## config.mk

```make
export PLATFORM = sky130hd
export DESIGN_NAME = cnt_arb_ctrl_flat
export DESIGN_NICKNAME = d
export VERILOG_FILES = /design/src/rtl/cnt_arb_pkg.sv /design/src/rtl/cnt_arb_ctrl_if.sv /design/src/rtl/cnt_core.sv /design/src/rtl/cnt_arb_ctrl.sv /design/src/flat_wrapper.sv
export SDC_FILE = /design/constraint.sdc
export NUM_CORES = 1
export LEC_CHECK = 0
export CORE_MARGIN = 1.5
export CORE_UTILIZATION = 41
export DETAILED_ROUTE_END_ITERATION = 12
export HOLD_SLACK_MARGIN = 0.05
export PLACE_DENSITY_LB_ADDON = 0.2
export REMOVE_ABC_BUFFERS = 1
export SLEW_MARGIN = 40
export SYNTH_ARGS = -nofsm -noshare
export SYNTH_HDL_FRONTEND = slang
export SYNTH_SLANG_ARGS = --single-unit
```

## constraint.sdc

```tcl
create_clock -name clk -period 2 [get_ports clk]
set_clock_uncertainty 0.2 [all_clocks]
set_input_delay 0.5 -clock clk [delete_from_list [all_inputs] [get_ports clk]]
set_output_delay 0.5 -clock clk [all_outputs]
set_load 0.05 [all_outputs]
```

## src/rtl/cnt_arb_pkg.sv

```systemverilog
// Shared constants and FSM encoding for the two-requester counter arbiter.
package cnt_arb_pkg;

   localparam int CNT_W    = 5;
   localparam int CNT_TERM = 7;

   localparam logic signed [CNT_W-1:0] TERM_VAL = CNT_W'(CNT_TERM);

   typedef enum logic [1:0] {
      IDLE = 2'd0,
      RUN  = 2'd1,
      DONE = 2'd2
   } state_t;

endpackage

```

## src/rtl/cnt_arb_ctrl_if.sv

```systemverilog
// Request/grant bundle between requesters and the counter arbiter.
interface cnt_arb_ctrl_if import cnt_arb_pkg::*; ();

   // Handshake: req[i] is a level held until done (with done_id == i) or
   // withdrawn; gnt is one-hot ownership; done qualifies done_id for one cycle.
   logic [1:0]              req;
   logic signed [CNT_W-1:0] start0;
   logic signed [CNT_W-1:0] start1;
   logic [1:0]              gnt;
   logic                    busy;
   logic signed [CNT_W-1:0] cnt_val;
   logic                    done;
   logic                    done_id;
   state_t                  state;

   modport master (
      output req, start0, start1,
      input  gnt, busy, cnt_val, done, done_id, state
   );

   modport slave (
      input  req, start0, start1,
      output gnt, busy, cnt_val, done, done_id, state
   );

endinterface

```

## src/rtl/cnt_core.sv

```systemverilog
// Signed shared counter: clr beats load, load beats inc.
module cnt_core import cnt_arb_pkg::*; #(
   parameter int W = CNT_W
) (
   input  logic                clk,
   input  logic                rst,
   input  logic                load,
   input  logic signed [W-1:0] load_val,
   input  logic                inc,
   input  logic                clr,
   output logic signed [W-1:0] val
);

   always_ff @(posedge clk) begin
      if (rst || clr)
         val <= '0;
      else if (load)
         val <= load_val;
      else if (inc)
         val <= val + W'(1);
   end

endmodule

```

## src/rtl/cnt_arb_ctrl.sv

```systemverilog
// Two-requester arbiter owning a shared counter; define CNT_ARB_RR_EN for
// round-robin on simultaneous requests, otherwise requester 0 has priority.
module cnt_arb_ctrl import cnt_arb_pkg::*; (
   input  logic           clk,
   input  logic           rst,
   cnt_arb_ctrl_if.slave  bus
);

   state_t                  state_q, state_d;
   logic                    owner_q, owner_d;
   logic [1:0]              gnt_q, gnt_d;
   logic                    busy_q, busy_d;
   logic                    done_q, done_d;
   logic                    done_id_q, done_id_d;
   logic                    winner;
   logic                    load, inc, clr;
   logic signed [CNT_W-1:0] load_val;
   logic signed [CNT_W-1:0] cnt;

`ifdef CNT_ARB_RR_EN
   logic last_owner_q, last_owner_d;

   assign winner = (bus.req == 2'b11) ? ~last_owner_q : bus.req[1];

   always_ff @(posedge clk) begin
      if (rst)
         last_owner_q <= 1'b1;
      else
         last_owner_q <= last_owner_d;
   end
`else
   assign winner = ~bus.req[0];
`endif

   assign load_val = winner ? bus.start1 : bus.start0;

   cnt_core #(.W(CNT_W)) u_core (
      .clk      (clk),
      .rst      (rst),
      .load     (load),
      .load_val (load_val),
      .inc      (inc),
      .clr      (clr),
      .val      (cnt)
   );

   always_comb begin
      state_d   = state_q;
      owner_d   = owner_q;
      gnt_d     = gnt_q;
      busy_d    = busy_q;
      done_d    = 1'b0;
      done_id_d = done_id_q;
      load      = 1'b0;
      inc       = 1'b0;
      clr       = 1'b0;
`ifdef CNT_ARB_RR_EN
      last_owner_d = last_owner_q;
`endif
      case (state_q)
         IDLE: begin
            gnt_d  = 2'b00;
            busy_d = 1'b0;
            if (|bus.req) begin
               state_d = RUN;
               owner_d = winner;
               load    = 1'b1;
               gnt_d   = winner ? 2'b10 : 2'b01;
               busy_d  = 1'b1;
`ifdef CNT_ARB_RR_EN
               last_owner_d = winner;
`endif
            end
         end
         RUN: begin
            // Withdrawal wins over completion so an abandoned run never reports done.
            if (!bus.req[owner_q]) begin
               state_d = IDLE;
               clr     = 1'b1;
               gnt_d   = 2'b00;
               busy_d  = 1'b0;
            end else if (cnt >= TERM_VAL) begin
               state_d   = DONE;
               clr       = 1'b1;
               gnt_d     = 2'b00;
               busy_d    = 1'b1;
               done_d    = 1'b1;
               done_id_d = owner_q;
            end else begin
               inc = 1'b1;
            end
         end
         DONE: begin
            state_d = IDLE;
            gnt_d   = 2'b00;
            busy_d  = 1'b0;
         end
         default: begin
            state_d = IDLE;
            clr     = 1'b1;
            gnt_d   = 2'b00;
            busy_d  = 1'b0;
         end
      endcase
   end

   always_ff @(posedge clk) begin
      if (rst) begin
         state_q   <= IDLE;
         owner_q   <= 1'b0;
         gnt_q     <= 2'b00;
         busy_q    <= 1'b0;
         done_q    <= 1'b0;
         done_id_q <= 1'b0;
      end else begin
         state_q   <= state_d;
         owner_q   <= owner_d;
         gnt_q     <= gnt_d;
         busy_q    <= busy_d;
         done_q    <= done_d;
         done_id_q <= done_id_d;
      end
   end

   assign bus.gnt     = gnt_q;
   assign bus.busy    = busy_q;
   assign bus.cnt_val = cnt;
   assign bus.done    = done_q;
   assign bus.done_id = done_id_q;
   assign bus.state   = state_q;

endmodule

```

## src/flat_wrapper.sv

```systemverilog
// flat-port wrapper written by rule: the top's interface ports become plain ports
module cnt_arb_ctrl_flat import cnt_arb_pkg::*;
  (clk, rst, bus_req, bus_start0, bus_start1, bus_gnt, bus_busy, bus_cnt_val, bus_done, bus_done_id, bus_state);
  cnt_arb_ctrl_if bus_i ();
  input  logic clk;
  input  logic rst;
  input wire logic [$bits(bus_i.req)-1:0] bus_req;
  input wire logic [$bits(bus_i.start0)-1:0] bus_start0;
  input wire logic [$bits(bus_i.start1)-1:0] bus_start1;
  output wire logic [$bits(bus_i.gnt)-1:0] bus_gnt;
  output wire logic [$bits(bus_i.busy)-1:0] bus_busy;
  output wire logic [$bits(bus_i.cnt_val)-1:0] bus_cnt_val;
  output wire logic [$bits(bus_i.done)-1:0] bus_done;
  output wire logic [$bits(bus_i.done_id)-1:0] bus_done_id;
  output wire logic [$bits(bus_i.state)-1:0] bus_state;
  assign bus_i.req = bus_req;
  assign bus_i.start0 = bus_start0;
  assign bus_i.start1 = bus_start1;
  assign bus_gnt = bus_i.gnt;
  assign bus_busy = bus_i.busy;
  assign bus_cnt_val = bus_i.cnt_val;
  assign bus_done = bus_i.done;
  assign bus_done_id = bus_i.done_id;
  assign bus_state = bus_i.state;
  cnt_arb_ctrl u_core (.clk(clk), .rst(rst), .bus(bus_i));
endmodule
```

# --- Word level (Yosys, flattened, before mapping) ---
# Cells that the tools add are included.
totals:
  reg_bits: 13
  in_bits: 14
  output_inout_bits: 12
  elab_cells: 51
classes:
  n_addsub: 1
  magnitude_cmp: 2
  eq_ne: 4
  muxes: 25
  bitwise_logic: 3
  reduce_logical: 9
op_table:
  columns: ["operator", "count"]
  rows:
  - ["two-way mux 5 bit", 3]
  - ["two-way mux 2 bit", 7]
  - ["two-way mux 1 bit", 11]
  - ["case mux 2 bit (2 select lines)", 2]
  - ["adder 5 x 2 -> 5 bit, second input constant", 1]
  - [">= comparator 5 x 4 -> 1 bit, second input constant", 1]
  - ["case mux 1 bit (2 select lines)", 2]
  - ["AND reduction 2 bit", 2]
  - ["OR reduction 2 bit", 2]
  - ["!= test 3 bit, second input constant", 1]
  - ["NOT 1 bit", 3]
  - ["AND reduction 3 bit", 1]
  - ["OR reduction 3 bit", 1]
  - ["equality test 2 x 1 -> 1 bit, second input constant", 1]
  - ["equality test 2 bit, second input constant", 1]
  - ["zero test 2 bit", 1]
  - ["less-than comparator 1 x 2 -> 1 bit, second input constant", 1]
  - ["!= test 2 x 1 -> 1 bit, second input constant", 1]
  - ["nonzero test 2 bit", 1]
  - ["logical OR 1 bit", 1]

# --- Logic depth before layout (Yosys ltp) ---
# Gate-level depths: netlist of the first run.
depth:
  ltp_word: 6
  mapped_depth: 5
  depth_no_buf: 5

# --- Hierarchy ---
# A second synthesis of the first run with hierarchy kept.
unflattened:
  cells_unflattened: 70
  hier_area_um2: 654.4
modules_own_cells:
  columns: ["mod", "instances", "cells_each", "area_each_um2", "seq_area_each_um2"]
  rows:
  - ["cnt_arb_ctrl", 1, 42, 412.9, 160.2]
  - ["cnt_core", 1, 28, 241.5, 100.1]

# --- Worst setup path before layout of the first run ---
# OpenSTA, ideal clock, no wires.
synth_timing:
  kind: "reg-to-reg"
  from: "reg u_core.u_core.val[0]"
  to: "reg u_core.u_core.val[2]"
  setup_time_ps: 103
  t_arrival_ps: 1795
  required_time_ps: 1697
  slack_ps: -99
  stages_incl_launch_ff: 6
  n_path_buf: 0
  synth_period_minus_slack_ps: 2099
  cell_sequence: "dfxtp_1 > ha_1 > a211oi_2 > nor2_1 > o22a_2 > a2111oi_2"
synth_between:
  elab_chain_len: 5
  word_cells_on_any_way: 12
  classes_between: "1 x add/sub; 1 x order compare; 8 x mux; 2 x reduce/logical"
synth_lines:
  columns: ["item", "line_no", "text"]
  rows:
  - ["start: declaration", "cnt_core.sv:11", "output logic signed [W-1:0] val"]
  - ["start signal: assignment", "cnt_core.sv:18", "val <= load_val;"]
  - ["start signal: assignment", "cnt_core.sv:20", "val <= val + W'(1);"]
  - [">= comparator 5 x 4 -> 1 bit", "cnt_arb_ctrl.sv:82", "end else if (cnt >= TERM_VAL) begin"]
  - ["two-way mux 1 bit", "cnt_arb_ctrl.sv:82", null]
  - ["two-way mux 1 bit", "cnt_arb_ctrl.sv:77", "if (!bus.req[owner_q]) begin"]
  - ["case mux 1 bit (2 select lines) / two-way mux 1 bit (equally long branches)", "cnt_arb_ctrl.sv:60", "case (state_q)"]
  - ["logical OR 1 bit / nonzero test 2 bit (equally long branches)", null, null]
# Parallel ways exist; a longest one is shown, timed or not. The select of a mux whose other input is x is not followed.
# A chain may end at the register's enable or synchronous reset.

# --- Worst setup path after layout of the first run ---
layout_timing:
  from: "in bus_req[1]"
  to: "reg u_core.u_core.val[2]"
layout_between:
  elab_chain_len: 5
  word_cells_on_any_way: 12
  classes_between: "9 x mux; 3 x reduce/logical"
layout_lines:
  columns: ["item", "line_no", "text"]
  rows:
  - ["start: declaration", "flat_wrapper.sv:7", "input wire logic [$bits(bus_i.req)-1:0] bus_req;"]
  - ["two-way mux 1 bit (implied by the code) (2 in a row)", "cnt_arb_ctrl.sv:77", null]
  - ["two-way mux 1 bit", "cnt_arb_ctrl.sv:77", null]
  - ["case mux 1 bit (2 select lines) / two-way mux 1 bit (equally long branches)", "cnt_arb_ctrl.sv:60", null]
  - ["logical OR 1 bit / nonzero test 2 bit (equally long branches)", null, null]
# Parallel ways exist; a longest one is shown, timed or not. The select of a mux whose other input is x is not followed.

==> results of run 1 <==
==> cell families (layout without fill, tap and decap cells) <==
logic type	after synthesis	count (layout)	synth area share, %
compound gates	26	26	29.4
xor+xnor	2	2	2.61
fa+ha+maj	1	1	1.86
buf+inv	4	45	2.42
flops	13	13	38.7
mux	4	4	6.15
simple gates	24	24	18.8
==> power breakdown <==
part           leakage, uW  internal [uW]  switching [uW]  total, uW
combinational     0.000322            197             202        399
sequential        0.000107            285            35.4        321
clock            0.0000150           77.5            90.9        168
==> worst max-delay path, stage by stage <==
cell,delay [ns]
clkdlybuf4s50_1,0.51
mux2i_1,0.11
or3_1,0.32
o22a_2,0.24
a2111oi_4,0.26
==> metal layers <==
metal | up-vias | GRT usage [%] | wire [microns]
met1 | 331 | 22.7 | 740
met5 | - | 0 | 0
met4 | 0 | 13.3 | 51
met2 | 24 | 37.3 | 877
li1 | 365 | - | -
met3 | 6 | 7.92 | 103
==> cell usage after synthesis <==
library cell	number	area share (%)
a2111oi_2	1	2.2
nand3_1	3	2.2
mux2_2	1	1.7
buf_1	1	0.56
clkbuf_1	1	0.56
a211oi_2	1	1.9
nor4_1	2	1.9
o21a_1	1	1.1
nand4_1	1	0.93
xnor2_1	1	1.3
xor2_1	1	1.3
nor3_1	1	0.74
nor2b_1	5	4.7
a21oi_1	5	3.7
mux2i_1	3	4.5
nand2b_1	2	1.9
dfxtp_1	13	39
a211oi_1	9	10
o21ai_1	2	1.5
nor2_1	5	2.8
o21bai_1	1	1.1
o22a_1	1	1.3
nand2_1	3	1.7
buf_2	1	0.74
inv_1	1	0.56
o31ai_1	1	1.1
nand3b_1	1	1.1
o21ai_0	1	0.74
o22a_2	1	1.5
a311oi_1	1	1.3
o211ai_2	1	1.9
or3_1	1	0.93
ha_1	1	1.9
==> state kept, by name (all words and copies together) (netlist names) <==
name,flops
u_core.bus.done,1
u_core.bus.gnt,2
u_core.owner_q,1
u_core.bus.done_id,1
u_core.u_core.val,5
u_core.bus.busy,1
u_core.bus.state,2
==> repair_timing <==
item	in CTS	in global routing
hold endpoints to repair	0	0
resized for setup	0	1
setup endpoints to repair	0	1
==> how the worst max path moves through the flow <==
| stage | start | end | slack [ns] | cells past startpoint |
|---|---|---|---|---|
| after floorplan | u_core.u_core.val[0] | u_core.u_core.val[2] | -0.1 | 5 |
| after global placement | bus_req[1] | u_core.u_core.val[2] | -0.17 | 5 |
| after detailed placement | bus_req[1] | u_core.u_core.val[2] | -0.23 | 5 |
| after CTS | bus_req[1] | u_core.u_core.val[2] | 0.07 | 5 |
| after global routing | bus_req[1] | u_core.u_core.val[4] | -0.01 | 6 |
| final | bus_req[1] | u_core.u_core.val[2] | 0.05 | 5 |
==> through the flow <==
| stage | utilization (%) | instance area, sq um | hold WS (ns) |
|---|---|---|---|
| final | 74.7 | 1140 | 0.278 |
| after global routing | 74.7 | 1140 | 0.308 |
| after global placement | 72.2 | 1100 | 0.259 |
| after detailed placement | 72.2 | 1100 | 0.268 |
| after floorplan | - | 659 | 0.280 |
| after CTS | 73.9 | 1130 | 0.280 |
==> layout make-up <==
cell class	count	area (sq um)	share of cell area, %
multi-input cells	57	408	35.8
flip-flops and latches	13	260	22.9
inverters	1	3.75	0.330
repair buffers	40	420	36.9
clock buffers	4	26.3	2.31
well taps	16	20.0	1.76
==> run_results.csv, run 1 <==
group,metric,value,unit
sta,drv_slew,0,
grt,grt_pass1_vias,722,
grt,grt_overflow,0,
route,first_pass_iters,4,
worst_hold_path,hold_depth,2,
sta,tns,0,ns
sta,fmaxAchievable,512,MHz
worst_setup_path,endpoint_kind,"register",
yosys,synth_area_per_cell,9.08,sq um
finish,fillers,107,
worst_hold_path,holdCritPathClass,"reg2reg",
run,cap_viol_max_count,0,
cts,htreeDepth,1,
yosys,yosys_warnings,0,
yosys,seq_area_frac_synth,38.7,%
finish,fin_cells,131,
floorplanning,fp.dieH,43.5,microns
route,vias_per_cell,5.54,
sta,setup_violations,0,
cts,root_buffer,"clkbuf_4",
place,place.gp.congestion,0.771,
place,place_inst,127,
grt,grtUsageTotal,21.8,%
grt,antenna_found_initial,0,
sta,post-route-period-util,97.6,%
worst_setup_path,crit_required,1.99,ns
finish,final_layout_size_suffix_gt1_share,30.4,%
sta,relSlewSlack,69.1,%
floorplanning,ioPinCount,26,
sta,fin_ws,0.0471,ns
cts,post_cts_buffers,0,
place,io_buffers,25,
worst_hold_path,hold_start,"u_core.bus.done_id",
yosys,syn-cell-area,672,sq um
finish,nets,131,
yosys,syn_inst,74,
finish,final_common_cell,"buf_4",
power_and_ir_drop,p_per_area,780,mW/mm^2
cts,cts_tree,"done",
place,dpl.hpwl,1.40,mm
finish,mostFrequentLayoutCells,"20 x buf_4, 13 x clkdlybuf4s50_1, 13 x dfxtp_1",
finish,insertedDiodeCount,0,
worst_setup_path,r2r_cells,5,
power_and_ir_drop,finalPower,888,uW
route,ant_nets,0,
grt,grt_pass1_wl,3.01,mm
yosys,ys_ff_latch,13,
cts,ctsHoldBuffers,0,
floorplanning,dieArea,0.00189,sq mm
worst_setup_path,worstPathArrival,1.95,ns
power_and_ir_drop,p_leak,0.000444,uW
worst_setup_path,start_kind,"input pin",
outcome,status,"finished, final reports clean",
grt,grt_max_degree,11,
place,post-place-ws,-0.230,ns
cts,clkTransAtPathRegs,0.08,ns
route,wl_per_cell,13.5,microns
cts,clock-sinks,13,
worst_setup_path,worstSetupPathType,"in2reg",
route,vias,726,
floorplanning,coreArea,0.00152,sq mm
worst_setup_path,r2r-start,"u_core.u_core.val[0]",
floorplanning,die_x,43.5,microns
route,first_iter_violations,23,
yosys,yosysUniqueCellTypes,33,
finish,area_growth,69.5,%
sta,fin_crit,1.95,ns
floorplanning,row_count,14,
power_and_ir_drop,peakVddDrop,684,uV
sta,hold_viol,0,
cts,clock_latency,0.28,ns
route,totalWireLength,1.77,mm
sta,tightest_slew,0.460,ns
worst_hold_path,hold_path_end,"u_core.bus.done_id",
route,drc,0,
cts,clockBufferDepth,2,
worst_setup_path,reg2reg_to,"u_core.u_core.val[2]",
cts,cts_buffers,3,
worst_setup_path,r2r_slack,0.18,ns
worst_setup_path,path_max_fanout,5,
floorplanning,start_util,44.1,%
No activity file was read; power rests on OpenSTA's default activity.
==> run 2, diff against run 1 <==
Settings changed: SYNTH_HIERARCHICAL set to 1.
==> run 2 against run 1 <==
Effect of this change:
- sequential power down 7.5%
- count of clock-buffer cells in the layout unchanged
- via count down 17%
- cell area down 9.1%
- sequential share of layout area up 2.3 points
- worst hold slack worse by 0.018 ns
- combinational power down 31%
- die area down 2.4%
- synthesized cell count down 5.4%
==> run_results.csv, run 2 <==
group,metric,value,unit
outcome,status,"finished, final reports clean",
place,post-place-ws,-0.187,ns
worst_setup_path,start_kind,"input pin",
worst_setup_path,worstSetupPathType,"in2reg",
grt,grtUsageTotal,17.3,%
worst_setup_path,r2r_slack,0.26,ns
worst_setup_path,crit_required,1.98,ns
power_and_ir_drop,finalPower,733,uW
cts,htreeDepth,1,
yosys,yosysTopAreaCell,"dfxtp_1",
sta,fmaxAchievable,532,MHz
yosys,ys_ff_latch,13,
sta,rsz0062_at_grt,"no",
finish,multi_input_area,370,sq um
floorplanning,row_count,14,
route,vias_per_cell,4.94,
sta,fin_crit,1.88,ns
run,cap_viol_max_count,0,
sta,post-route-period-util,94.0,%
sta,hold_viol,0,
yosys,syn-cell-area,654,sq um
yosys,synth_area_per_cell,9.35,sq um
yosys,netlist.area_leader.share,39.8,%
place,io_buffers,25,
cts,clkTransAtPathRegs,0.08,ns
yosys,synth_top_cells_by_count,"13 x dfxtp_1, 8 x nand2_1, 6 x mux2_2",
worst_setup_path,worstPathArrival,1.86,ns
yosys,yosys_warnings,6,
yosys,yosysUniqueCellTypes,24,
grt,antenna_found_initial,0,
route,first_iter_violations,6,
power_and_ir_drop,p_per_area,709,mW/mm^2
cts,clockBufferDepth,2,
floorplanning,coreArea,0.00151,sq mm
finish,final_layout_size_suffix_gt1_share,31.1,%
floorplanning,dieArea,0.00184,sq mm
floorplanning,ioPinCount,26,
floorplanning,start_util,43.4,%
place,dpl.hpwl,1.16,mm
finish,nets,122,
sta,setup_violations,0,
finish,largest_register,"u_core/u_core/val",
route,vias,603,
grt,grt_pass1_vias,570,
cts,post_cts_buffers,0,
floorplanning,fp.dieH,43.0,microns
worst_hold_path,hold_depth,2,
sta,relSlewSlack,75.5,%
worst_setup_path,endpoint_kind,"register",
cts,clock_latency,0.27,ns
cts,cts_tree,"done",
route,ant_nets,0,
finish,mostFrequentLayoutCells,"15 x buf_4, 13 x clkdlybuf4s50_1, 13 x dfxtp_1",
finish,fillers,121,
finish,seq_area,260,sq um
worst_setup_path,reg2reg_to,"u_core/u_core/val[3]",
worst_setup_path,r2r_cells,6,
yosys,syn_inst,70,
finish,insertedDiodeCount,0,
worst_setup_path,path_max_fanout,5,
finish,final_common_cell,"buf_4",
grt,grt_max_degree,10,
yosys,synth_edf_count,0,
finish,largest_reg_flops,5,
cts,clock-sinks,13,
worst_hold_path,hold_path_end,"u_core/bus.done_id",
sta,fin_ws,0.121,ns
power_and_ir_drop,p_leak,0.000431,uW
finish,final_util,68.7,%
sta,tightest_slew,0.366,ns
place,place.gp.congestion,0.774,
worst_hold_path,holdCritPathClass,"reg2reg",
route,drc,0,
yosys,ys_top_cells_by_area,"dfxtp_1 40%, mux2_2 10%, and2_1 4.8%",
yosys,yosysMostFrequentCell,"dfxtp_1",
route,wl_per_cell,11.6,microns
cts,ctsHoldBuffers,0,
cts,root_buffer,"clkbuf_4",
route,totalWireLength,1.42,mm
grt,grt_pass1_wl,2.35,mm
worst_setup_path,r2r-start,"u_core/u_core/val[1]",
route,first_pass_iters,2,
yosys,seq_area_frac_synth,39.8,%
yosys,synth_top_flop_cell,"dfxtp_1",
cts,cts_resized,0,
worst_hold_path,hold_start,"u_core/bus.done_id",
sta,drv_slew,0,
floorplanning,die_x,43.0,microns
power_and_ir_drop,peakVddDrop,546,uV
yosys,ys_async_sr_fraction,0,%
cts,cts_buffers,3,
finish,area_growth,58.1,%
grt,grt_overflow,0,
==> run 2: cells by family after synthesis <==
family	synth area share [%]
xor gates and xnor gates	5.35
buffers and inverters	4.01
AOI/OAI and AO/OA	17.8
adders and majority gates	1.91
and+or+nand+nor	16.3
muxes	14.9
DFF	39.8
==> run 2: worst max-delay path: stages <==
cell             delay, ns
clkdlybuf4s50_1       0.51
mux2_2                0.18
o211ai_2              0.09
inv_1                 0.16
mux2i_1               0.19
o21ai_0               0.07
and2_1                0.15
==> run 2: worst max path at each step <==
stage                         start              endpoint  slack [ns]
6_report                 bus_req[1]  u_core/u_core/val[1]        0.12
5_1_grt                  bus_req[0]  u_core/u_core/val[2]        0.01
4_1_cts                  bus_req[1]  u_core/u_core/val[3]        0.09
3_5_place_dp             bus_req[1]  u_core/u_core/val[1]       -0.19
3_3_place_gp             bus_req[1]  u_core/u_core/val[1]       -0.16
2_1_floorplan  u_core/u_core/val[0]  u_core/u_core/val[1]        0.01
==> run 2: per-stage QoR <==
| step | cell area [sq um] | setup TNS [ns] | hold WS, ns | cells |
|---|---|---|---|---|
| finish | 1030 | 0 | 0.260 | 122 |
| global route | 1030 | 0 | 0.272 | 122 |
| CTS | 1030 | 0 | 0.264 | 122 |
| detailed placement | 1010 | -1.04 | 0.254 | 118 |
| global placement | 1010 | -0.897 | 0.244 | 118 |
| floorplan | 643 | 0 | 0.281 | 69 |
==> run 2: power by group <==
part / internal, uW / switching, uW
registers: 280 / 16.8
clock network: 77.3 / 83.4
logic: 132 / 144
total: 489 / 244
==> run 2: layout make-up <==
type	count	area share, %
clock buffers	4	2.54
inverters	4	1.45
multi-input cells	52	35.8
flip-flops and latches	13	25.2
well taps	16	1.93
repair buffers	33	33.1
==> run 2: per-layer routing <==
metal	vias to the layer above	share of wire, %	GRT usage (%)
li1	321	-	-
met1	264	50	20.6
met2	16	44	27.9
met3	2	4.6	7.66
met4	0	1.1	5.45
met5	-	0	0
